<file path="src/rtl/proc_pkg.sv">
// Shared processor definitions: opcodes, controller state encoding,
// the latched request bundle and the legal-opcode check.
package proc_pkg;

  localparam logic [6:0] OP_NONE  = 7'd0;
  localparam logic [6:0] OP_STORE = 7'd1;
  localparam logic [6:0] OP_ADD   = 7'd2;
  localparam logic [6:0] OP_SUB   = 7'd3;

  typedef enum logic [2:0] {
    S_IDLE,
    S_READ,
    S_EXEC,
    S_WB,
    S_DM_WR,
    S_DM_RD,
    S_DONE
  } state_e;

  typedef struct packed {
    logic [6:0] op;
    logic [4:0] rs1;
    logic [4:0] rs2;
    logic [4:0] rd;
  } req_t;

  function automatic logic op_is_legal(input logic [6:0] op);
    return op <= OP_SUB;
  endfunction

endpackage

</file>
<file path="src/rtl/datapath_controller.sv">
// Sequencer for store/add/sub over register file, ALU and data memory.
// CTRL_STORE_READBACK_EN adds a data-memory readback cycle after a store.
module datapath_controller
  import proc_pkg::*;
#(
  parameter int WORDSIZE = 64
) (
  input  logic       clk,
  input  logic       rst,
  input  logic       start,
  input  logic [6:0] op_code,
  input  logic [4:0] rs1,
  input  logic [4:0] rs2,
  input  logic [4:0] rd,
  output logic       busy,
  output logic       done,
  output logic       err,
  output logic [4:0] rf_addr_a,
  output logic [4:0] rf_addr_b,
  output logic       rf_write_en,
  output logic [4:0] rf_write_addr,
  output logic       alu_sub,
  output logic       dm_write_enable,
  output logic       dm_read,
  output logic [4:0] dm_addr
);

  if (WORDSIZE < 1) begin : g_bad_wordsize
    $error("datapath_controller: WORDSIZE must be positive");
  end

  state_e state_q, state_d;
  req_t   req_q, req_d;

  logic busy_q, busy_d;
  logic done_q, done_d;
  logic err_q, err_d;
  logic rf_we_q, rf_we_d;
  logic alu_sub_q, alu_sub_d;
  logic dm_we_q, dm_we_d;

  always_comb begin
    state_d = state_q;
    req_d   = req_q;
    unique case (state_q)
      S_IDLE: begin
        if (start) begin
          req_d.op  = op_code;
          req_d.rs1 = rs1;
          req_d.rs2 = rs2;
          req_d.rd  = rd;
          if (op_is_legal(op_code) && op_code != OP_NONE)
            state_d = S_READ;
          else
            state_d = S_DONE;
        end
      end
      S_READ:
        state_d = (req_q.op == OP_STORE) ? S_DM_WR : S_EXEC;
      S_EXEC:  state_d = S_WB;
      S_WB:    state_d = S_DONE;
`ifdef CTRL_STORE_READBACK_EN
      S_DM_WR: state_d = S_DM_RD;
`else
      S_DM_WR: state_d = S_DONE;
`endif
      S_DM_RD: state_d = S_DONE;
      S_DONE:  state_d = S_IDLE;
      default: state_d = S_IDLE;
    endcase
  end

  // Outputs are decoded from the next state so they line up with it.
  always_comb begin
    busy_d    = state_d != S_IDLE;
    done_d    = state_d == S_DONE;
    err_d     = done_d && !op_is_legal(req_d.op);
    rf_we_d   = state_d == S_WB;
    dm_we_d   = state_d == S_DM_WR;
    alu_sub_d = (req_d.op == OP_SUB) &&
                (state_d inside {S_READ, S_EXEC, S_WB});
  end

  always_ff @(posedge clk) begin
    if (rst) begin
      state_q   <= S_IDLE;
      req_q     <= '0;
      busy_q    <= 1'b0;
      done_q    <= 1'b0;
      err_q     <= 1'b0;
      rf_we_q   <= 1'b0;
      alu_sub_q <= 1'b0;
      dm_we_q   <= 1'b0;
    end else begin
      state_q   <= state_d;
      req_q     <= req_d;
      busy_q    <= busy_d;
      done_q    <= done_d;
      err_q     <= err_d;
      rf_we_q   <= rf_we_d;
      alu_sub_q <= alu_sub_d;
      dm_we_q   <= dm_we_d;
    end
  end

`ifdef CTRL_STORE_READBACK_EN
  logic dm_read_q, dm_read_d;

  always_comb dm_read_d = state_d == S_DM_RD;

  always_ff @(posedge clk) begin
    if (rst) dm_read_q <= 1'b0;
    else     dm_read_q <= dm_read_d;
  end

  assign dm_read = dm_read_q;
`else
  assign dm_read = 1'b0;
`endif

  assign busy            = busy_q;
  assign done            = done_q;
  assign err             = err_q;
  assign rf_write_en     = rf_we_q;
  assign alu_sub         = alu_sub_q;
  assign dm_write_enable = dm_we_q;
  assign rf_addr_a       = req_q.rs1;
  assign rf_addr_b       = req_q.rs2;
  assign rf_write_addr   = req_q.rd;
  assign dm_addr         = req_q.rd;

endmodule

</file>
<file path="config.mk">
export PLATFORM = sky130hd
export DESIGN_NAME = datapath_controller
export DESIGN_NICKNAME = d
export VERILOG_FILES = /design/src/rtl/proc_pkg.sv /design/src/rtl/datapath_controller.sv
export SDC_FILE = /design/constraint.sdc
export NUM_CORES = 1
export LEC_CHECK = 0
export CAP_MARGIN = 25
export CORE_ASPECT_RATIO = 1.25
export CORE_MARGIN = 1.5
export CORE_UTILIZATION = 39
export DETAILED_ROUTE_END_ITERATION = 7
export HOLD_SLACK_MARGIN = 0.03
export PLACE_DENSITY = 0.75
export SYNTH_ARGS = -nofsm -noshare
export SYNTH_HDL_FRONTEND = slang
export SYNTH_SLANG_ARGS = --single-unit
</file>
<file path="constraint.sdc">
create_clock -name clk -period 1.7 [get_ports clk]
set_input_delay 0.255 -clock clk [delete_from_list [all_inputs] [get_ports clk]]
set_output_delay 0.255 -clock clk [all_outputs]
set_load 0.01 [all_outputs]
</file>
Yosys cells after proc, flatten, opt, wreduce, memory -nomap -nowiden
Cells that the tools add are included.

Magnitude comparators: 2. Equality and inequality tests: 12. Mux-type cells: 6. Reductions and logical operators: 10.

Operator list (number): 22-bit 2-to-1 mux (2); 7-bit by 2-bit less-or-equal comparator with 1-bit output (second input constant) (2); 3-bit by 2-bit == test with 1-bit output (second input constant) (4); 3-bit == test (second input constant) (4); 3-bit case mux with 4 select lines (1); 3-bit 2-to-1 mux (3); 7-bit by 1-bit == test with 1-bit output (second input constant) (1); 7-bit by 2-bit == test with 1-bit output (second input constant) (1); 7-bit nonzero test (1); 3-bit by 1-bit == test with 1-bit output (second input constant) (2); 3-bit nonzero test (2); 1-bit logical AND (3); 3-bit logical NOT (1); 3-bit OR reduction (1); 2-bit AND reduction (1); 1-bit logical NOT (1).

Register bits after elaboration: 31. Bits of input ports: 25. Output and inout bits: 27. Logic and storage cells: 41.

Longest topological paths before layout
Gate-level depths: netlist of the first run.

Depth in word-level cells: 8. Depth in mapped cells: 6. Mapped depth without buffers: 4.

Worst setup path after synthesis of the first run
Ideal clock, no wire load.

Path type: register -> register. From: reg state_q[1]. To: reg alu_sub_q, in the netlist alu_sub. Library setup time: 0.136 ns. Arrival time: 1.548 ns. Required time: 1.564 ns. Slack: 0.016 ns. Stages on the path, launching flop included: 7. Path buffers: 2. Clock period less this slack: 1.684 ns. Cell sequence: dfxtp_1 clkbuf_1 or4b_2 clkbuf_1 nand3_1 a2bb2oi_1 a211oi_2.

Longest elaborated chain between the ends: 6. Elaborated cells on any way between the ends: 16. Those cells by class: eq/ne (9); mux (3); reduce/logical (4).

RTL lines: start, declared (RTL line datapath_controller.sv:32) `state_e state_q, state_d;`; start signal, assigned (RTL line datapath_controller.sv:95) `state_q <= state_d;`; 3-bit == test or 3-bit by 2-bit == test with 1-bit output (tied branches) (RTL line datapath_controller.sv:45) `unique case (state_q)`; 3-bit OR reduction (no line); 3-bit case mux with 4 select lines (RTL line datapath_controller.sv:45); 3-bit by 1-bit == test with 1-bit output or 3-bit by 2-bit == test with 1-bit output (tied branches) (RTL line datapath_controller.sv:81) `(state_d inside {S_READ, S_EXEC, S_WB});`; 3-bit nonzero test (RTL line datapath_controller.sv:81); 1-bit logical AND * (RTL line datapath_controller.sv:80) `alu_sub_d = (req_d.op == OP_SUB) &&`; end signal, assigned (RTL line datapath_controller.sv:101) `alu_sub_q <= alu_sub_d;`; end, declared (RTL line datapath_controller.sv:39) `logic alu_sub_q, alu_sub_d;`.

Mark *: on every way between the ends. The rest lies on a longest branch, timed or not. A chain may end at the register's enable or synchronous reset.

Final worst setup path of the first run
From: in op_code[4]. To: reg alu_sub_q, in the netlist alu_sub.

Longest elaborated chain between the ends: 8. Elaborated cells on any way between the ends: 14. Those cells by class: order compare (1); eq/ne (4); mux (5); reduce/logical (4).

RTL lines: start, declared (RTL line datapath_controller.sv:11) `input logic [6:0] op_code,`; 7-bit by 2-bit less-or-equal comparator with 1-bit output or 7-bit nonzero test (tied branches) (RTL line proc_pkg.sv:28, datapath_controller.sv:52); 1-bit logical AND (RTL line datapath_controller.sv:52) `if (op_is_legal(op_code) && op_code != OP_NONE)`; 3-bit 2-to-1 mux (RTL line datapath_controller.sv:52); 3-bit 2-to-1 mux (RTL line datapath_controller.sv:47) `if (start) begin`; 3-bit case mux with 4 select lines (RTL line datapath_controller.sv:45); 3-bit by 1-bit == test with 1-bit output or 3-bit by 2-bit == test with 1-bit output (tied branches) (RTL line datapath_controller.sv:81); 3-bit nonzero test (RTL line datapath_controller.sv:81); 1-bit logical AND * (RTL line datapath_controller.sv:80).

Marks and branches as above.

==> impl_metrics.tcl, run 1 <==
set metrics [dict create \
    wirelength_um 3060 \
    cp-start-kind "input pin" \
    period_minus_slack_ns 1.62 \
    hp-class "input pin to flip-flop" \
    num_rows 23 \
    die_h_um 68.9 \
    grt_usage 0.171 \
    p_per_area_mw_per_mm2 1350 \
    clk_latency_ns 0.28 \
    finalNonFillerCells 243 \
    vias 1206 \
    wl_per_cell_um 12.6 \
    gr-total-overflow 0 \
    fin_ws_ns 0.0820 \
    dp_cells 235 \
    place_congestion 0.755 \
    synth_largest_area_cell "dfxtp_1" \
    root_buffer "clkbuf_8" \
    start_util 0.417 \
    path_class "input pin to flip-flop" \
    viasPerCell 4.96 \
    hold_violations 0 \
    cts_tree "yes" \
    drive_above_1_share 0.126 \
    syn_to_final_growth_pct 41.1 \
    io_buffers 50 \
    ys_warn_count 0 \
    antenna_found_initial 0 \
    critPathCaptureType "flip-flop" \
    place_ws_ns -0.462 \
    drc 0 \
    fmax_mhz 618 \
    clock_skew_ns 0.00457 \
    synth_top_area_share 0.458 \
    die_area_sq_mm 0.00384 \
    syn-instance-count 167 \
    syn_area_sq_mm 0.00136 \
    peakVddDrop_mv 0.847 \
    drt_iter0_drc 40 \
    syn_avg_cell_area_sq_um 8.11 \
    synthTopCellsByArea "dfxtp_1 46%, nand2_1 14%, buf_4 12%" \
    status "finished clean" \
    dr.pass1.iters 4 \
    grt_max_degree 31 \
    utilization 0.588 \
    maxCapViolations 0 \
    grt_pass1_vias 1197 \
    fin_crit_sh 0.952 \
    path_clk_slew_ns 0.06 \
    h-tree-depth 2 \
    numCtsBuffers 5 \
    p_leak_uw 0.000723 \
    yosys_register_bits 31 \
    setup_viol_count_final 0 \
    num_io_pins 52 \
    diodes 0 \
    ys_types 26 \
    dp.final_hpwl_um 2330 \
    clk_path_buf_depth 2 \
    grt_pass1_wl_um 5080 \
    clock-sinks 31 \
    yosysSeqAreaShare 0.458 \
    final_max_slew_viol_count 0 \
    worstPathMaxFanout 2 \
    cp.required_ns 1.90 \
    core_sq_mm 0.00325 \
    rsz0062_at_grt "false" \
    nets 230 \
    die_x_um 55.7 \
    cp.arrival_ns 1.81 \
    detail-route-antenna-nets 0 \
    synth.net_count 192 \
]
-- cells by family after synthesis --
family | count (synthesis) | share of synthesized area
other | 1 | 0.00277
xor gates and xnor gates | 1 | 0.00646
AOI/OAI and AO/OA | 31 | 0.141
and+or+nand+nor | 71 | 0.236
DFF | 31 | 0.458
buffers and inverters | 31 | 0.148
muxes | 1 | 0.00739
-- cell usage after synthesis (all sizes together) --
cell / instances
nor4b: 2
or3b: 1
o211a: 1
nor3: 3
nand3: 1
nor2b: 1
xnor2: 1
dfxtp: 31
o21ai: 2
and4b: 1
a221oi: 1
or4: 1
o31ai: 1
conb: 1
mux2i: 1
or4b: 1
a21oi: 24
a211oi: 1
a2bb2oi: 1
nand2b: 2
nor2: 9
clkbuf: 6
nand2: 49
buf: 25
-- worst max-delay path, cell delays in order --
cell and delay, ns:
dlygate4sd2_1 0.24, or4_4 0.56, o31ai_4 0.20, or3b_4 0.41
a211oi_2 0.16
-- layout make-up --
class / instances / area, sq um
flip-flops and latches: 31 / 621
clock buffers: 8 / 100
multi-input cells: 105 / 556
fillers: 305 / 1340
repair buffers: 62 / 589
well taps: 37 / 46.3
-- path summary, 6_finish.rpt --
check                                   end  depth (start not counted)                 startpoint  slack [ns]
setup reg to reg         alu_sub$_SDFF_PP0_                          5      state_q[1]$_SDFF_PP0_        0.13
setup / recovery         alu_sub$_SDFF_PP0_                          5                 op_code[4]        0.08
hold / removal         req_q[18]$_SDFF_PP0_                          3                 op_code[3]        0.38
hold reg to reg   rf_addr_b[2]$_SDFFE_PP0P_                          2  rf_addr_b[2]$_SDFFE_PP0P_        0.45
-- placed cells by master (no fill, tap or decap), types with 2 or more instances in the layout --
cell and n:
a21oi_1 24, buf_4 11, clkbuf_8 7, clkdlybuf4s50_1 46, dfxtp_1 31, dlygate4sd2_1 4
nand2_1 49, nand2b_1 2, nor2_1 9, nor3_1 3
-- power by group --
part / switching [uW] / internal [uW] / leakage [uW]
clock: 245 / 369 / 0.0000515
sequential: 71.4 / 875 / 0.000254
combinational: 499 / 516 / 0.000418
total: 816 / 1760 / 0.000723
-- state kept, by name, indices dropped and copies added (netlist names), 3 cells and up --
signal	flops
state_q	3
rf_addr_a	5
dm_addr	5
rf_addr_b	5
req_q	7
-- metal layers --
layer / GRT usage / up-vias / routed length [um] / part of all wire
met5: 0 / - / 0 / 0
met4: 0.0732 / 0 / 61 / 0.020
met3: 0.0560 / 8 / 190 / 0.062
met2: 0.335 / 55 / 1670 / 0.54
met1: 0.166 / 543 / 1140 / 0.37
li1: - / 600 / - / -
-- metrics by stage --
step	total power (uW)	TNS, ns	hold WS, ns	area, sq um
2_1_floorplan	1600	0	0.391	1360
3_3_place_gp	1910	-6.58	0.442	1800
3_5_place_dp	1960	-7.92	0.447	1800
4_1_cts	2580	0	0.364	1900
5_1_grt	2740	0	0.382	1910
6_report	2580	0	0.375	1910
-- repair_timing --
| item | 4_1_cts | 5_1_grt |
|---|---|---|
| endpoints found under the setup margin | 3 | 23 |
| endpoints found under the hold margin | 0 | 0 |
| gates resized for setup | 7 | 2 |
| pin swaps | 4 | 1 |
| buffers inserted | 0 | 0 |
| hold buffers | 0 | 0 |
No activity file was read; power rests on OpenSTA's default activity.
==> inputs of run 2 (changes only) <==
ABC_AREA = 1   (was not set)
==> run 2 against run 1 <==
Die area is 1.8% higher. Largest power group unchanged. First-iteration DRC count decreased by 73%. Critical path type is now flip-flop to output port. Highest routed layer unchanged. Synthesized cell count is 14% higher. Largest cell class unchanged. Global-route usage is 1.5 points lower. Sequential share of layout area rose by 0.32 points. Sequential cell count unchanged.
==> impl_metrics.tcl, run 2 <==
set metrics [dict create \
    status "finished clean" \
    nets 250 \
    gr-total-overflow 0 \
    hold-path-endpoint "rf_addr_b[3]$_SDFFE_PP0P_" \
    num_io_pins 52 \
    synth.net_count 215 \
    top_register "req_q" \
    syn_avg_cell_area_sq_um 7.26 \
    yosysSeqAreaShare 0.450 \
    root_buffer "clkbuf_8" \
    rr_worst_depth 7 \
    wl_per_cell_um 10.5 \
    ctsResizeCount 0 \
    place_ws_ns 0.0802 \
    postCtsSetupRepairBufs 0 \
    final_max_slew_viol_count 0 \
    detail-route-antenna-nets 0 \
    fmax_mhz 703 \
    peakVddDrop_mv 1.02 \
    p_leak_uw 0.000848 \
    hp-class "flip-flop to flip-flop" \
    die_h_um 69.5 \
    cp.required_ns 1.44 \
    ys.flop_type "dfxtp_1" \
    holdCritStartpoint "rf_addr_b[3]$_SDFFE_PP0P_" \
    grt_usage 0.156 \
    drive_above_1_share 0.0752 \
    fin_crit_sh 0.837 \
    synth_top_area_share 0.450 \
    drc 0 \
    start_util 0.403 \
    ys_warn_count 0 \
    h-tree-depth 2 \
    clock-sinks 31 \
    synth_largest_area_cell "dfxtp_1" \
    io_buffers 50 \
    fin_area_sq_mm 0.00189 \
    worstPathMaxFanout 3 \
    ys_types 20 \
    setup-tns-final_ns 0 \
    dpl_cell_area_sq_mm 0.00178 \
    path_cells "clkdlybuf4s50_1" \
    path_clk_slew_ns 0.07 \
    syn_area_sq_mm 0.00138 \
    critPathTopFamily "buffers and inverters" \
    cts_tree "yes" \
    synth_edf_count 0 \
    yosys_register_bits 31 \
    hold_buffers 0 \
    layout_commonest_cell "clkdlybuf4s50_1" \
    grt_max_degree 18 \
    p_per_area_mw_per_mm2 1680 \
    crit_slowest_cell "clkdlybuf4s50_1" \
    rsz0062_at_grt "false" \
    synthTopCellsByArea "dfxtp_1 45%, nor2_1 13%, buf_4 11%" \
    fin_ws_ns 0.277 \
    setup_viol_count_final 0 \
    hold_violations 0 \
    reg2reg_to "alu_sub$_SDFF_PP0_" \
    numCtsBuffers 5 \
    maxCapViolations 0 \
    drt_iter0_drc 11 \
    path_class "flip-flop to output port" \
    clock_skew_ns 0.00370 \
    cp-start-kind "flip-flop" \
    num_rows 24 \
    vias 1220 \
    dp.final_hpwl_um 2090 \
    synthArstFlopShare 0 \
    largest_reg_flops 7 \
    place_congestion 0.808 \
    diodes 0 \
    syn_to_final_growth_pct 37.2 \
    viasPerCell 4.60 \
    final_cell_mix "50 x clkdlybuf4s50_1, 49 x nor2_1, 31 x dfxtp_1" \
    clk_path_buf_depth 2 \
    critPathCaptureType "output port" \
    die_x_um 56.2 \
    min_delay_path_depth 2 \
    clk_latency_ns 0.28 \
    reg2reg_from "state_q[1]$_SDFF_PP0_" \
    wirelength_um 2790 \
    regToRegSetupSlack_ns 0.39 \
    grt_pass1_vias 1122 \
    cp.arrival_ns 1.17 \
    dr.pass1.iters 4 \
    grt_pass1_wl_um 4630 \
    period_minus_slack_ns 1.42 \
    syn-instance-count 190 \
    synth_common_cells "49 x nor2_1, 31 x dfxtp_1, 27 x nand2_1, 21 x buf_4, 19 x inv_1" \
    slowest_delay_ns 0.54 \
    core_sq_mm 0.00342 \
    fillCellCount 343 \
    antenna_found_initial 0 \
    die_area_sq_mm 0.00391 \
    synth_most_common_cell "nor2_1" \
    crit_buf_inv 1 \
]
==> run 2: final cells by class <==
| cell class | count | area, sq um | share of cell area |
|---|---|---|---|
| multi-input combinational | 112 | 493 | 0.260 |
| inverter | 20 | 75.1 | 0.0397 |
| tap | 39 | 48.8 | 0.0258 |
| clock inverter | 2 | 35.0 | 0.0185 |
| clock buffer | 6 | 82.6 | 0.0436 |
| sequential | 31 | 621 | 0.328 |
| timing repair buffer | 55 | 538 | 0.284 |
==> run 2: worst max-delay path by stage <==
stage	startpoint	endpoint	slack, ns	depth (start not counted)
global placement	start	alu_sub$_SDFF_PP0_	0.1	9
global route	state_q[1]$_SDFF_PP0_	alu_sub$_SDFF_PP0_	0.19	7
floorplan	state_q[1]$_SDFF_PP0_	dm_addr[0]$_SDFFE_PP0P_	0.53	6
detailed placement	start	alu_sub$_SDFF_PP0_	0.08	9
finish	dm_addr[0]$_SDFFE_PP0P_	rf_write_addr[0]	0.28	1
CTS	dm_addr[0]$_SDFFE_PP0P_	dm_addr[0]	0.26	1
==> run 2: metrics by stage <==
stage	hold WS, ns	power [uW]	utilization	instances
6_report	0.486	3180	0.553	265
3_3_place_gp	0.461	2430	0.519	257
5_1_grt	0.516	3430	0.553	265
3_5_place_dp	0.477	2460	0.519	257
2_1_floorplan	0.418	2070	-	190
4_1_cts	0.492	3210	0.553	265
==> run 2: per-layer routing <==
layer,up-vias,share of wire,global-route usage
li1,629,-,-
met1,548,0.40,0.160
met2,35,0.52,0.267
met3,8,0.057,0.0690
met4,0,0.024,0.0794
met5,-,0,0
==> run 2: report_power, final <==
part / internal [uW] / switching, uW / leakage [uW]
registers: 971 / 136 / 0.000256
logic: 646 / 686 / 0.000531
clock network: 474 / 270 / 0.0000612
==> run 2: kinds of logic after synthesis <==
family / synth area share
flip-flops: 0.450
buffers and inverters: 0.193
AND/OR/NAND/NOR: 0.282
other: 0.00272
AO/OA/AOI/OAI: 0.0725
==> inputs of run 3 (changes only) <==
clock period = 1.3 ns   (was 1.7 ns; I/O delays follow)
==> run 3 against run 2 <==
Worst hold slack got worse by 0.13 ns. Non-clock buffer count increased by 15. Combinational power is 53% higher. Count of clock-buffer cells in the layout increased by 2. Sequential power rose by 31%. Critical path type is now flip-flop to flip-flop. Critical endpoint is now alu_sub$_SDFF_PP0_. Largest cell class is now buffers. Largest power group unchanged. Highest routed layer unchanged.
==> impl_metrics.tcl, run 3 (synthesis results as in run 2) <==
set metrics [dict create \
    viasPerCell 4.51 \
    critPathCaptureType "flip-flop" \
    clk_path_buf_depth 2 \
    regArea_sq_um 627 \
    nets 266 \
    combPwrFrac 0.473 \
    grt_pass1_wl_um 4730 \
    reg2reg_to "alu_sub$_SDFF_PP0_" \
    io_buffers 50 \
    setup-tns-final_ns 0 \
    period_minus_slack_ns 1.26 \
    multi_input_area_sq_um 552 \
    final_max_slew_viol_count 0 \
    path_class "flip-flop to flip-flop" \
    gr-total-overflow 0 \
    die_h_um 69.5 \
    cp.arrival_ns 1.47 \
    die_x_um 56.2 \
    syn_to_final_growth_pct 48.4 \
    fin_crit_sh 0.966 \
    maxCapViolations 0 \
    grt_pass1_vias 1188 \
    rr_worst_depth 8 \
    reg2reg_from "state_q[1]$_SDFF_PP0_" \
    top_register "req_q" \
    p_per_area_mw_per_mm2 2100 \
    fin_area_sq_mm 0.00205 \
    fillCellCount 339 \
    dp.final_hpwl_um 2170 \
    drive_above_1_share 0.198 \
    pwr-share-seq 0.337 \
    regToRegSetupSlack_ns 0.04 \
    hold_buffers 0 \
    root_buffer "clkbuf_8" \
    path_clk_slew_ns 0.06 \
    layout_commonest_cell "nor2_1" \
    drc 0 \
    hold_violations 0 \
    switching_power_uw 1580 \
    grt_usage 0.157 \
    hp-class "input pin to flip-flop" \
    clockPowerShare 0.189 \
    num_rows 24 \
    start_util 0.403 \
    setup_viol_count_final 0 \
    drt_iter0_drc 15 \
    worstPathMaxFanout 5 \
    sw_frac_of_total 0.367 \
    detail-route-antenna-nets 0 \
    wl_per_cell_um 11.0 \
    grt_max_degree 16 \
    final_cell_mix "48 x nor2_1, 28 x dfxtp_1, 26 x dlygate4sd2_1" \
    status "finished clean" \
    antenna_found_initial 0 \
    wirelength_um 3080 \
    dpl_cell_area_sq_mm 0.00189 \
    die_area_sq_mm 0.00391 \
    dr.pass1.iters 4 \
    largest_reg_flops 7 \
    numCtsBuffers 5 \
    place_congestion 0.804 \
    p_leak_uw 0.00106 \
    crit_path_end "alu_sub$_SDFF_PP0_" \
    cp.required_ns 1.51 \
    cp-start-kind "flip-flop" \
    p_int_uw 2720 \
    peakVddDrop_mv 1.32 \
    clock-sinks 31 \
    diodes 0 \
    cts_tree "yes" \
    cp-startpoint "state_q[1]$_SDFF_PP0_" \
    h-tree-depth 2 \
    vias 1268 \
    clock_skew_ns 0.00260 \
    fmax_mhz 797 \
    num_io_pins 52 \
    clk_latency_ns 0.28 \
    rsz0062_at_grt "true" \
    core_sq_mm 0.00342 \
]
## run 3: cell count changes in the layout (fill, tap and decap cells not counted), sizes merged, moves of 2 or more
cell | before | now
dlygate4sd2 | 0 | 26
clkbuf | 6 | 8
dlymetal6s2s | 0 | 3
clkdlybuf4s50 | 50 | 21
buf | 5 | 20
## run 3: critical path, stage by stage (launching register included)
cell,delay (ns)
dfxtp_4,0.36
nor2_4,0.14
buf_6,0.13
nand3b_1,0.10
nand2_2,0.09
nand3_2,0.09
nor2_4,0.13
nand2_1,0.06
nor2_1,0.10
## run 3: routing by layer
layer | track usage | part of all wire | vias to the layer above | wire [um]
li1 | - | - | 661 | -
met1 | 0.143 | 0.39 | 557 | 1190
met2 | 0.284 | 0.53 | 38 | 1630
met3 | 0.0560 | 0.045 | 12 | 139
met4 | 0.101 | 0.038 | 0 | 116
met5 | 0 | 0 | - | 0
## run 3: power by group through the flow
stage	logic [uW]	clock network (uW)	registers, uW
6_report	2040	815	1450
5_1_grt	2240	886	1490
4_1_cts	1820	839	1440
3_5_place_dp	1960	0	1470
3_3_place_gp	1930	0	1460
2_1_floorplan	1240	0	1470
## run 3: worst min path at each step
stage	start	to	slack (ns)	cells past startpoint
after floorplan	rd[3]	dm_addr[3]$_SDFFE_PP0P_	0.36	2
after global placement	rf_addr_a[0]$_SDFFE_PP0P_	rf_addr_a[0]$_SDFFE_PP0P_	0.46	2
after detailed placement	rf_addr_a[1]$_SDFFE_PP0P_	rf_addr_a[1]$_SDFFE_PP0P_	0.48	2
after CTS	rf_addr_a[1]$_SDFFE_PP0P_	rf_addr_a[1]$_SDFFE_PP0P_	0.49	2
after global routing	op_code[4]	req_q[19]$_SDFF_PP0_	0.38	4
final	op_code[4]	req_q[19]$_SDFF_PP0_	0.36	4
## run 3: stage by stage
stage	cells	setup slack [ns]	util	hold slack [ns]	power, uW
finish	281	0.0448	0.598	0.360	4300
global route	281	-0.0365	0.598	0.384	4620
CTS	278	0.0188	0.573	0.485	4110
detailed placement	270	-0.308	0.551	0.476	3430
global placement	270	-0.292	0.551	0.463	3380
floorplan	190	0.127	-	0.358	2710
## run 3: timing repair
action,CTS,global route
cloned,0,1
endpoints found under the setup margin,27,5
resized for setup,29,21
pin swaps,0,12
setup buffers,0,2
## run 3: area by class of cell
class | count | area share
inverter | 20 | 0.0367
tap | 39 | 0.0238
sequential | 31 | 0.306
clock buffer | 8 | 0.0489
multi-input combinational | 113 | 0.269
timing repair buffer | 70 | 0.315
